--- config.mk ---
export PLATFORM = sky130hd
export DESIGN_NAME = mem_burst_ctrl_flat
export DESIGN_NICKNAME = d
export VERILOG_FILES = /design/src/rtl/mem_burst_ctrl_if.sv /design/src/rtl/mem_burst_ctrl.sv /design/src/flat_wrapper.sv
export SDC_FILE = /design/constraint.sdc
export NUM_CORES = 1
export LEC_CHECK = 0
export ABC_AREA = 0
export ABC_CLOCK_PERIOD_IN_PS = 2500
export BUFFER_PORTS_ARGS = -buffer_cell sky130_fd_sc_hd__buf_4
export CAP_MARGIN = 20
export CORE_MARGIN = 5
export CORE_UTILIZATION = 50
export CTS_CLUSTER_DIAMETER = 80
export CTS_CLUSTER_SIZE = 30
export DETAILED_ROUTE_END_ITERATION = 16
export HOLD_SLACK_MARGIN = 0.08
export PLACE_DENSITY = 0.85
export SYNTH_ARGS = -nofsm -noshare
export SYNTH_HDL_FRONTEND = slang
export SYNTH_SLANG_ARGS = --single-unit
--- constraint.sdc ---
create_clock -name clk -period 2.5 [get_ports clk]
set_input_delay 0.5 -clock clk [delete_from_list [all_inputs] [get_ports clk]]
set_output_delay 0.5 -clock clk [all_outputs]
set_load 0.02 [all_outputs]
--- src/rtl/mem_burst_ctrl_if.sv ---
// mem_burst_ctrl_if
// Bundles every signal of the burst controller apart from clk/reset:
//   request channel    : req_valid, req_ready, req_write, req_addr, req_len
//   write data channel : wr_data_valid, wr_data_ready, wr_data
//   read data channel  : rd_valid, rd_data, rd_last
//   status             : done, busy
//   memory pins        : mem_wr_en, mem_rd_en, mem_address, mem_wdata, mem_rdata
// Modport slave is used by the controller; master is the view of the
// environment around it (requester plus memory).
interface mem_burst_ctrl_if #(
  parameter int ADDR_W = 10,
  parameter int DATA_W = 8,
  parameter int LEN_W  = 8
);
  logic              req_valid;
  logic              req_ready;
  logic              req_write;
  logic [ADDR_W-1:0] req_addr;
  logic [LEN_W-1:0]  req_len;
  logic              wr_data_valid;
  logic              wr_data_ready;
  logic [DATA_W-1:0] wr_data;
  logic              rd_valid;
  logic [DATA_W-1:0] rd_data;
  logic              rd_last;
  logic              done;
  logic              busy;
  logic              mem_wr_en;
  logic              mem_rd_en;
  logic [ADDR_W-1:0] mem_address;
  logic [DATA_W-1:0] mem_wdata;
  logic [DATA_W-1:0] mem_rdata;

  modport slave (
    input  req_valid, req_write, req_addr, req_len,
    input  wr_data_valid, wr_data, mem_rdata,
    output req_ready, wr_data_ready, rd_valid, rd_data, rd_last,
    output done, busy, mem_wr_en, mem_rd_en, mem_address, mem_wdata
  );

  modport master (
    output req_valid, req_write, req_addr, req_len,
    output wr_data_valid, wr_data, mem_rdata,
    input  req_ready, wr_data_ready, rd_valid, rd_data, rd_last,
    input  done, busy, mem_wr_en, mem_rd_en, mem_address, mem_wdata
  );
endinterface

--- src/rtl/mem_burst_ctrl.sv ---
// mem_burst_ctrl
// Burst access controller sitting in front of a single-port memory whose
// read data is registered (1-cycle latency). Accepts one burst at a time,
// streams write beats into the memory or read beats out of it, and walks
// sequential addresses that wrap at the top of the address space.
// Ports:
//   clk   - rising-edge clock
//   reset - asynchronous active-high reset, aborts any burst in flight
//   bus   - mem_burst_ctrl_if.slave carrying request, write data, read
//           data, status and memory pins
module mem_burst_ctrl #(
  parameter int ADDR_W = 10,
  parameter int DATA_W = 8,
  parameter int LEN_W  = 8
) (
  input  logic                 clk,
  input  logic                 reset,
  mem_burst_ctrl_if.slave      bus
);

  typedef enum logic [1:0] {
    IDLE  = 2'd0,
    WRITE = 2'd1,
    READ  = 2'd2,
    FLUSH = 2'd3
  } state_t;

  state_t            state, state_next;
  logic [ADDR_W-1:0] addr, addr_next;
  logic [LEN_W-1:0]  remaining, remaining_next;
  logic              write_done_q, write_done_next;
  logic              rd_valid_q;

  logic              req_ready_c;
  logic              wr_ready_c;
  logic              mem_wr_en_c;
  logic              mem_rd_en_c;

  // State, address and beat counters. rd_valid_q is the issue strobe
  // delayed by one cycle to line up with the memory's registered rdata;
  // write_done_q turns the final write beat into a done pulse in the
  // following (IDLE) cycle.
  always_ff @(posedge clk or posedge reset) begin
    if (reset) begin
      state        <= IDLE;
      addr         <= '0;
      remaining    <= '0;
      write_done_q <= 1'b0;
      rd_valid_q   <= 1'b0;
    end else begin
      state        <= state_next;
      addr         <= addr_next;
      remaining    <= remaining_next;
      write_done_q <= write_done_next;
      rd_valid_q   <= (state == READ);
    end
  end

  // Next-state and handshake/memory-strobe decode. Address arithmetic is
  // naturally modulo 2^ADDR_W, which gives the wrap for free.
  always_comb begin
    state_next      = state;
    addr_next       = addr;
    remaining_next  = remaining;
    write_done_next = 1'b0;
    req_ready_c     = 1'b0;
    wr_ready_c      = 1'b0;
    mem_wr_en_c     = 1'b0;
    mem_rd_en_c     = 1'b0;
    case (state)
      IDLE: begin
        req_ready_c = ~reset;
        if (bus.req_valid && req_ready_c) begin
          addr_next      = bus.req_addr;
          remaining_next = bus.req_len;
          state_next     = bus.req_write ? WRITE : READ;
        end
      end
      WRITE: begin
        wr_ready_c  = 1'b1;
        mem_wr_en_c = bus.wr_data_valid;
        if (bus.wr_data_valid) begin
          addr_next      = addr + 1'b1;
          remaining_next = remaining - 1'b1;
          if (remaining == '0) begin
            state_next      = IDLE;
            write_done_next = 1'b1;
          end
        end
      end
      READ: begin
        mem_rd_en_c    = 1'b1;
        addr_next      = addr + 1'b1;
        remaining_next = remaining - 1'b1;
        if (remaining == '0) begin
          state_next = FLUSH;
        end
      end
      FLUSH: begin
        state_next = IDLE;
      end
      default: begin
        state_next = IDLE;
      end
    endcase
  end

  assign bus.req_ready     = req_ready_c;
  assign bus.wr_data_ready = wr_ready_c;
  assign bus.mem_wr_en     = mem_wr_en_c;
  assign bus.mem_rd_en     = mem_rd_en_c;
  assign bus.mem_address   = addr;
  assign bus.mem_wdata     = bus.wr_data;
  assign bus.rd_data       = bus.mem_rdata;
  assign bus.rd_valid      = rd_valid_q;
  // FLUSH is exactly the cycle carrying the last read beat.
  assign bus.rd_last       = (state == FLUSH);
  assign bus.done          = write_done_q | (state == FLUSH);
  assign bus.busy          = (state != IDLE);

endmodule

--- src/flat_wrapper.sv ---
// flat-port wrapper written by rule: the top's interface ports become plain ports
module mem_burst_ctrl_flat 
#(
  parameter int ADDR_W = 10,
  parameter int DATA_W = 8,
  parameter int LEN_W  = 8
)
  (clk, reset, bus_req_valid, bus_req_write, bus_req_addr, bus_req_len, bus_wr_data_valid, bus_wr_data, bus_mem_rdata, bus_req_ready, bus_wr_data_ready, bus_rd_valid, bus_rd_data, bus_rd_last, bus_done, bus_busy, bus_mem_wr_en, bus_mem_rd_en, bus_mem_address, bus_mem_wdata);
  mem_burst_ctrl_if #(.ADDR_W(ADDR_W), .DATA_W(DATA_W), .LEN_W(LEN_W)) bus_i ();
  input  logic clk;
  input  logic reset;
  input wire logic [$bits(bus_i.req_valid)-1:0] bus_req_valid;
  input wire logic [$bits(bus_i.req_write)-1:0] bus_req_write;
  input wire logic [$bits(bus_i.req_addr)-1:0] bus_req_addr;
  input wire logic [$bits(bus_i.req_len)-1:0] bus_req_len;
  input wire logic [$bits(bus_i.wr_data_valid)-1:0] bus_wr_data_valid;
  input wire logic [$bits(bus_i.wr_data)-1:0] bus_wr_data;
  input wire logic [$bits(bus_i.mem_rdata)-1:0] bus_mem_rdata;
  output wire logic [$bits(bus_i.req_ready)-1:0] bus_req_ready;
  output wire logic [$bits(bus_i.wr_data_ready)-1:0] bus_wr_data_ready;
  output wire logic [$bits(bus_i.rd_valid)-1:0] bus_rd_valid;
  output wire logic [$bits(bus_i.rd_data)-1:0] bus_rd_data;
  output wire logic [$bits(bus_i.rd_last)-1:0] bus_rd_last;
  output wire logic [$bits(bus_i.done)-1:0] bus_done;
  output wire logic [$bits(bus_i.busy)-1:0] bus_busy;
  output wire logic [$bits(bus_i.mem_wr_en)-1:0] bus_mem_wr_en;
  output wire logic [$bits(bus_i.mem_rd_en)-1:0] bus_mem_rd_en;
  output wire logic [$bits(bus_i.mem_address)-1:0] bus_mem_address;
  output wire logic [$bits(bus_i.mem_wdata)-1:0] bus_mem_wdata;
  assign bus_i.req_valid = bus_req_valid;
  assign bus_i.req_write = bus_req_write;
  assign bus_i.req_addr = bus_req_addr;
  assign bus_i.req_len = bus_req_len;
  assign bus_i.wr_data_valid = bus_wr_data_valid;
  assign bus_i.wr_data = bus_wr_data;
  assign bus_i.mem_rdata = bus_mem_rdata;
  assign bus_req_ready = bus_i.req_ready;
  assign bus_wr_data_ready = bus_i.wr_data_ready;
  assign bus_rd_valid = bus_i.rd_valid;
  assign bus_rd_data = bus_i.rd_data;
  assign bus_rd_last = bus_i.rd_last;
  assign bus_done = bus_i.done;
  assign bus_busy = bus_i.busy;
  assign bus_mem_wr_en = bus_i.mem_wr_en;
  assign bus_mem_rd_en = bus_i.mem_rd_en;
  assign bus_mem_address = bus_i.mem_address;
  assign bus_mem_wdata = bus_i.mem_wdata;
  mem_burst_ctrl #(.ADDR_W(ADDR_W), .DATA_W(DATA_W), .LEN_W(LEN_W)) u_core (.clk(clk), .reset(reset), .bus(bus_i));
endmodule
# --- Yosys cells after proc, flatten, opt, wreduce, memory -nomap -nowiden ---
# Cells that the tools add are included.
word_totals:
  regBits: 22
  input_bits: 39
  out_inout_bits: 34
  word_cells: 42
op_classes:
  add_sub_neg: 2
  n_eq_ne: 7
  muxes: 19
  n_bitwise: 2
  n_reduce_logical: 7
ops:
  columns: ["cell", "count"]
  rows:
  - ["case mux 10 bit (3 select lines)", 1]
  - ["case mux 8 bit (3 select lines)", 1]
  - ["2-to-1 mux 10 bit", 2]
  - ["2-to-1 mux 8 bit", 2]
  - ["adder 10 x 1 -> 10 bit (second input constant)", 1]
  - ["2-to-1 mux 2 bit", 5]
  - ["logical NOT 8 bit", 1]
  - ["case mux 2 bit (4 select lines)", 1]
  - ["subtractor 8 x 1 -> 8 bit (second input constant)", 1]
  - ["2-to-1 mux 1 bit", 7]
  - ["equality test 2 bit (second input constant)", 2]
  - ["!= test 2 x 1 -> 1 bit (second input constant)", 2]
  - ["!= test 2 bit (second input constant)", 2]
  - ["AND reduction 4 bit", 1]
  - ["AND reduction 3 bit", 1]
  - ["nonzero test 3 bit", 1]
  - ["equality test 2 x 1 -> 1 bit (second input constant)", 1]
  - ["logical NOT 2 bit", 1]
  - ["nonzero test 2 bit", 1]
  - ["logical AND 1 bit", 1]
  - ["NOT 1 bit", 1]
  - ["bitwise OR 1 bit", 1]

# --- Longest topological paths before layout ---
logic_depth:
  ltp_word: 4
  depth_mapped: 7
  depth_no_buf: 6

# --- Least setup slack after synthesis ---
# No wires, ideal clock.
synth_timing:
  path_kind: "flip-flop to flip-flop"
  startpoint: "register u_core.state[1]"
  endpoint: "register u_core.remaining[7]"
  setup_time_ps: 124
  t_arrival_ps: 1686
  required_time_ps: 2376
  path_slack_ps: 690
  stages_incl_launch_ff: 8
  path_buffers: 1
  period_less_slack_ps: 1810
  path_cell_list: "dfrtp_1 > inv_1 > ha_1 > and2b_4 > a211o_1 > buf_6 > o2bb2ai_1 > a211o_1"
synth_via:
  elab_chain_cells: 3
  word_cells_on_any_way: 8
  classes_between: "4 x eq/ne; 1 x mux; 3 x reduce/logical"
synth_rtl:
  columns: ["element", "line_no", "source"]
  rows:
  - ["start, declared", "mem_burst_ctrl.sv:28", "state_t state, state_next;"]
  - ["start signal, assigned", "mem_burst_ctrl.sv:51", "state <= state_next;"]
  - ["equality test 2 x 1 -> 1 bit (tied with other cells)", "mem_burst_ctrl.sv:70", "case (state)"]
  - ["!= test 2 bit (no line) (tied with other cells)", null, null]
  - ["AND reduction 3 bit (no line)", null, null]
  - ["end signal, assigned", "mem_burst_ctrl.sv:53", "remaining <= remaining_next;"]
  - ["end, declared", "mem_burst_ctrl.sv:30", "logic [LEN_W-1:0] remaining, remaining_next;"]
# Several ways; a longest one is shown, not always the timed one.
# A chain may end at the register's enable or synchronous reset.

# --- Worst setup path after layout ---
layout_timing:
  startpoint: "register u_core.state[0]"
  endpoint: "output bus_req_ready"
layout_via:
  elab_chain_cells: 2
layout_rtl:
  columns: ["element", "line_no", "source"]
  rows:
  - ["logical NOT 2 bit", "mem_burst_ctrl.sv:70", null]
  - ["2-to-1 mux 1 bit", "mem_burst_ctrl.sv:70", null]
  - ["end, declared", "flat_wrapper.sv:19", "output wire logic [$bits(bus_i.req_ready)-1:0] bus_req_ready;"]
# No other way between the ends.

==> impl_metrics.json <==
{
  "status": "finished clean",
  "gp_congestion": 0.771,
  "port_buffers": 40,
  "cts_resized": 0,
  "cts_buffers": 3,
  "grt_pass1_vias": 1220,
  "ys_types": 42,
  "layout-drive-gt1-share": 0.288,
  "synth_ff_type": "dfrtp_1",
  "cts_tree": "done",
  "total_leakage_power_nw": 0.851,
  "synth-seq-cells": 22,
  "setup_viol": 0,
  "hold_class": "in -> async",
  "core-area_um2": 3050,
  "finalCritPeriodShare": 0.824,
  "worstMarginPinSlew_ns": 0.842,
  "drt_wl_total_um": 3410,
  "synthTopCellsByArea": "dfrtp_1, buf_4, ha_1",
  "die_area_um2": 4380,
  "antenna_found_initial": 0,
  "regArea_um2": 551,
  "skew_ns": 0.00808,
  "synth_seq_area_share": 0.349,
  "firstDrtPassIters": 4,
  "fmax_ghz": 0.486,
  "grt_overflow_total": 0,
  "cp-end-kind": "output pin",
  "grt_start_max_net_pins": 30,
  "finalHoldWorstSlack_ns": 0.350,
  "slew_headroom": 0.438,
  "drt-wirelength-per-cell_um": 14.1,
  "rows": 20,
  "setup.worst_path.class": "reg -> out",
  "synth_cells": 176,
  "holdBufCountCts": 0,
  "cp_max_fo": 7,
  "nets": 245,
  "clk_pin_slew_worst_paths_ns": 0.14,
  "synth_common_cells": "dfrtp_1, buf_4, nand2_1",
  "grt_first_pass_wirelength_um": 5420,
  "cellPowerDensity_nw_per_um2": 1540,
  "synth_edf_count": 0,
  "grt_use_total": 0.159,
  "synth_nets": 222,
  "vias": 1329,
  "syn2layout_area_growth_pct": 16.7,
  "insertion_delay_ns": 0.32,
  "drt_first_iter_violations": 77,
  "rsz0062_at_grt": "false",
  "die_height_um": 66.2,
  "hpwl_um": 2500,
  "h-tree-depth": 1,
  "synth.cell_area_um2": 1580,
  "ant_nets": 0,
  "postCtsSetupRepairBufs": 0,
  "ios": 73,
  "drv_slew": 0,
  "post-synth-top-count-cell": "dfrtp_1",
  "async_flop_share": 1.00,
  "root_buffer": "clkbuf_4",
  "drc": 0,
  "antenna_cells": 0,
  "period_minus_slack_ns": 2.06,
  "cap_violations": 0,
  "fin_tns_setup_ns": 0,
  "syn_area_per_cell_um2": 8.97,
  "start_util": 0.517,
  "multiInputGateArea_um2": 828,
  "cts.sinks": 22,
  "via_per_inst": 5.49,
  "worstPathRequired_ns": 2.00,
  "yosysTopAreaCell": "dfrtp_1",
  "cts_buffer_depth": 2,
  "ir_drop_v": 0.000743,
  "synth_top_area_share": 0.349,
  "fillers": 289,
  "yosys_warnings": 0,
  "hold_viol": 0,
  "die_x_um": 66.2,
  "cp-start-kind": "flip-flop",
  "worstPathArrival_ns": 1.56
}
[sequential cells by signal, summed over array words and instances, names as in the netlist]
signal and flops:
u_core.state 2, u_core.write_done_q 1, u_core.bus.mem_address 10, u_core.bus.rd_valid 1
u_core.remaining 8
[layout by cell type, fill, tap and decap left out, types with 4 or more instances in the layout]
cell and n:
and2_1 4, dfrtp_1 22, ha_1 7, a21oi_1 12, a211o_1 4, nand2_1 13, inv_1 9, nor2_1 10
mux2i_1 6, nand3_1 7, nor3_1 4, o21ai_0 12, buf_4 43
[worst max-delay path: stages (launching register included)]
cell     delay, ns
dfrtp_1       0.43
inv_1         0.11
ha_1          0.35
inv_1         0.10
nor2_1        0.11
buf_4         0.14
[final timing paths]
path | from | cells after the start | slack, ns | endpoint
max | u_core.state[0] | 5 | 0.44 | bus_req_ready
min | reset | 2 | 0.35 | u_core.write_done_q
max reg2reg | u_core.state[0] | 6 | 0.45 | u_core.remaining[6]
min reg2reg | u_core.bus.mem_address[9] | 1 | 0.55 | u_core.bus.mem_address[9]
max in group asynchronous | reset | 2 | 1.62 | u_core.bus.mem_address[1]
min in group clk | bus_req_len[7] | 2 | 0.39 | u_core.remaining[7]
[cell families (layout without fill, tap and decap cells)]
family	Yosys count	after routing	synth area share
buffers and inverters	34	56	0.127
AOI/OAI and AO/OA	48	48	0.213
and+or+nand+nor	59	59	0.218
DFF	22	22	0.349
adders and majority gates	7	7	0.0555
muxes	6	6	0.0380
[stage by stage]
stage | worst slack, ns | area, µm² | total power [mW] | cells | util
after floorplan | 0.690 | 1580 | 2.12 | 176 | -
after global placement | 0.520 | 1790 | 2.53 | 238 | 0.586
after detailed placement | 0.459 | 1790 | 2.58 | 238 | 0.586
after CTS | 0.428 | 1840 | 2.87 | 242 | 0.604
after global routing | 0.264 | 1840 | 3.10 | 242 | 0.604
final | 0.441 | 1840 | 2.85 | 242 | 0.604
[routing by layer]
layer | global-route usage | up-vias | routed length (µm)
met5 | 0 | - | 0
met3 | 0.0442 | 2 | 245
met2 | 0.287 | 33 | 1680
met1 | 0.187 | 630 | 1460
met4 | 0.0305 | 0 | 20
li1 | - | 664 | -
[area by class of cell]
type                    count  area share
flip-flops and latches     22       0.299
multi-input cells         120       0.449
clock buffers               3      0.0122
well taps                  44      0.0299
inverters                   9      0.0183
repair buffers             43       0.175
clock inverters             1      0.0163
[power breakdown]
part | internal, mW | switching [mW]
registers | 0.542 | 0.228
logic | 0.809 | 0.988
clock network | 0.162 | 0.118
Power figures use the tool's default switching activity.
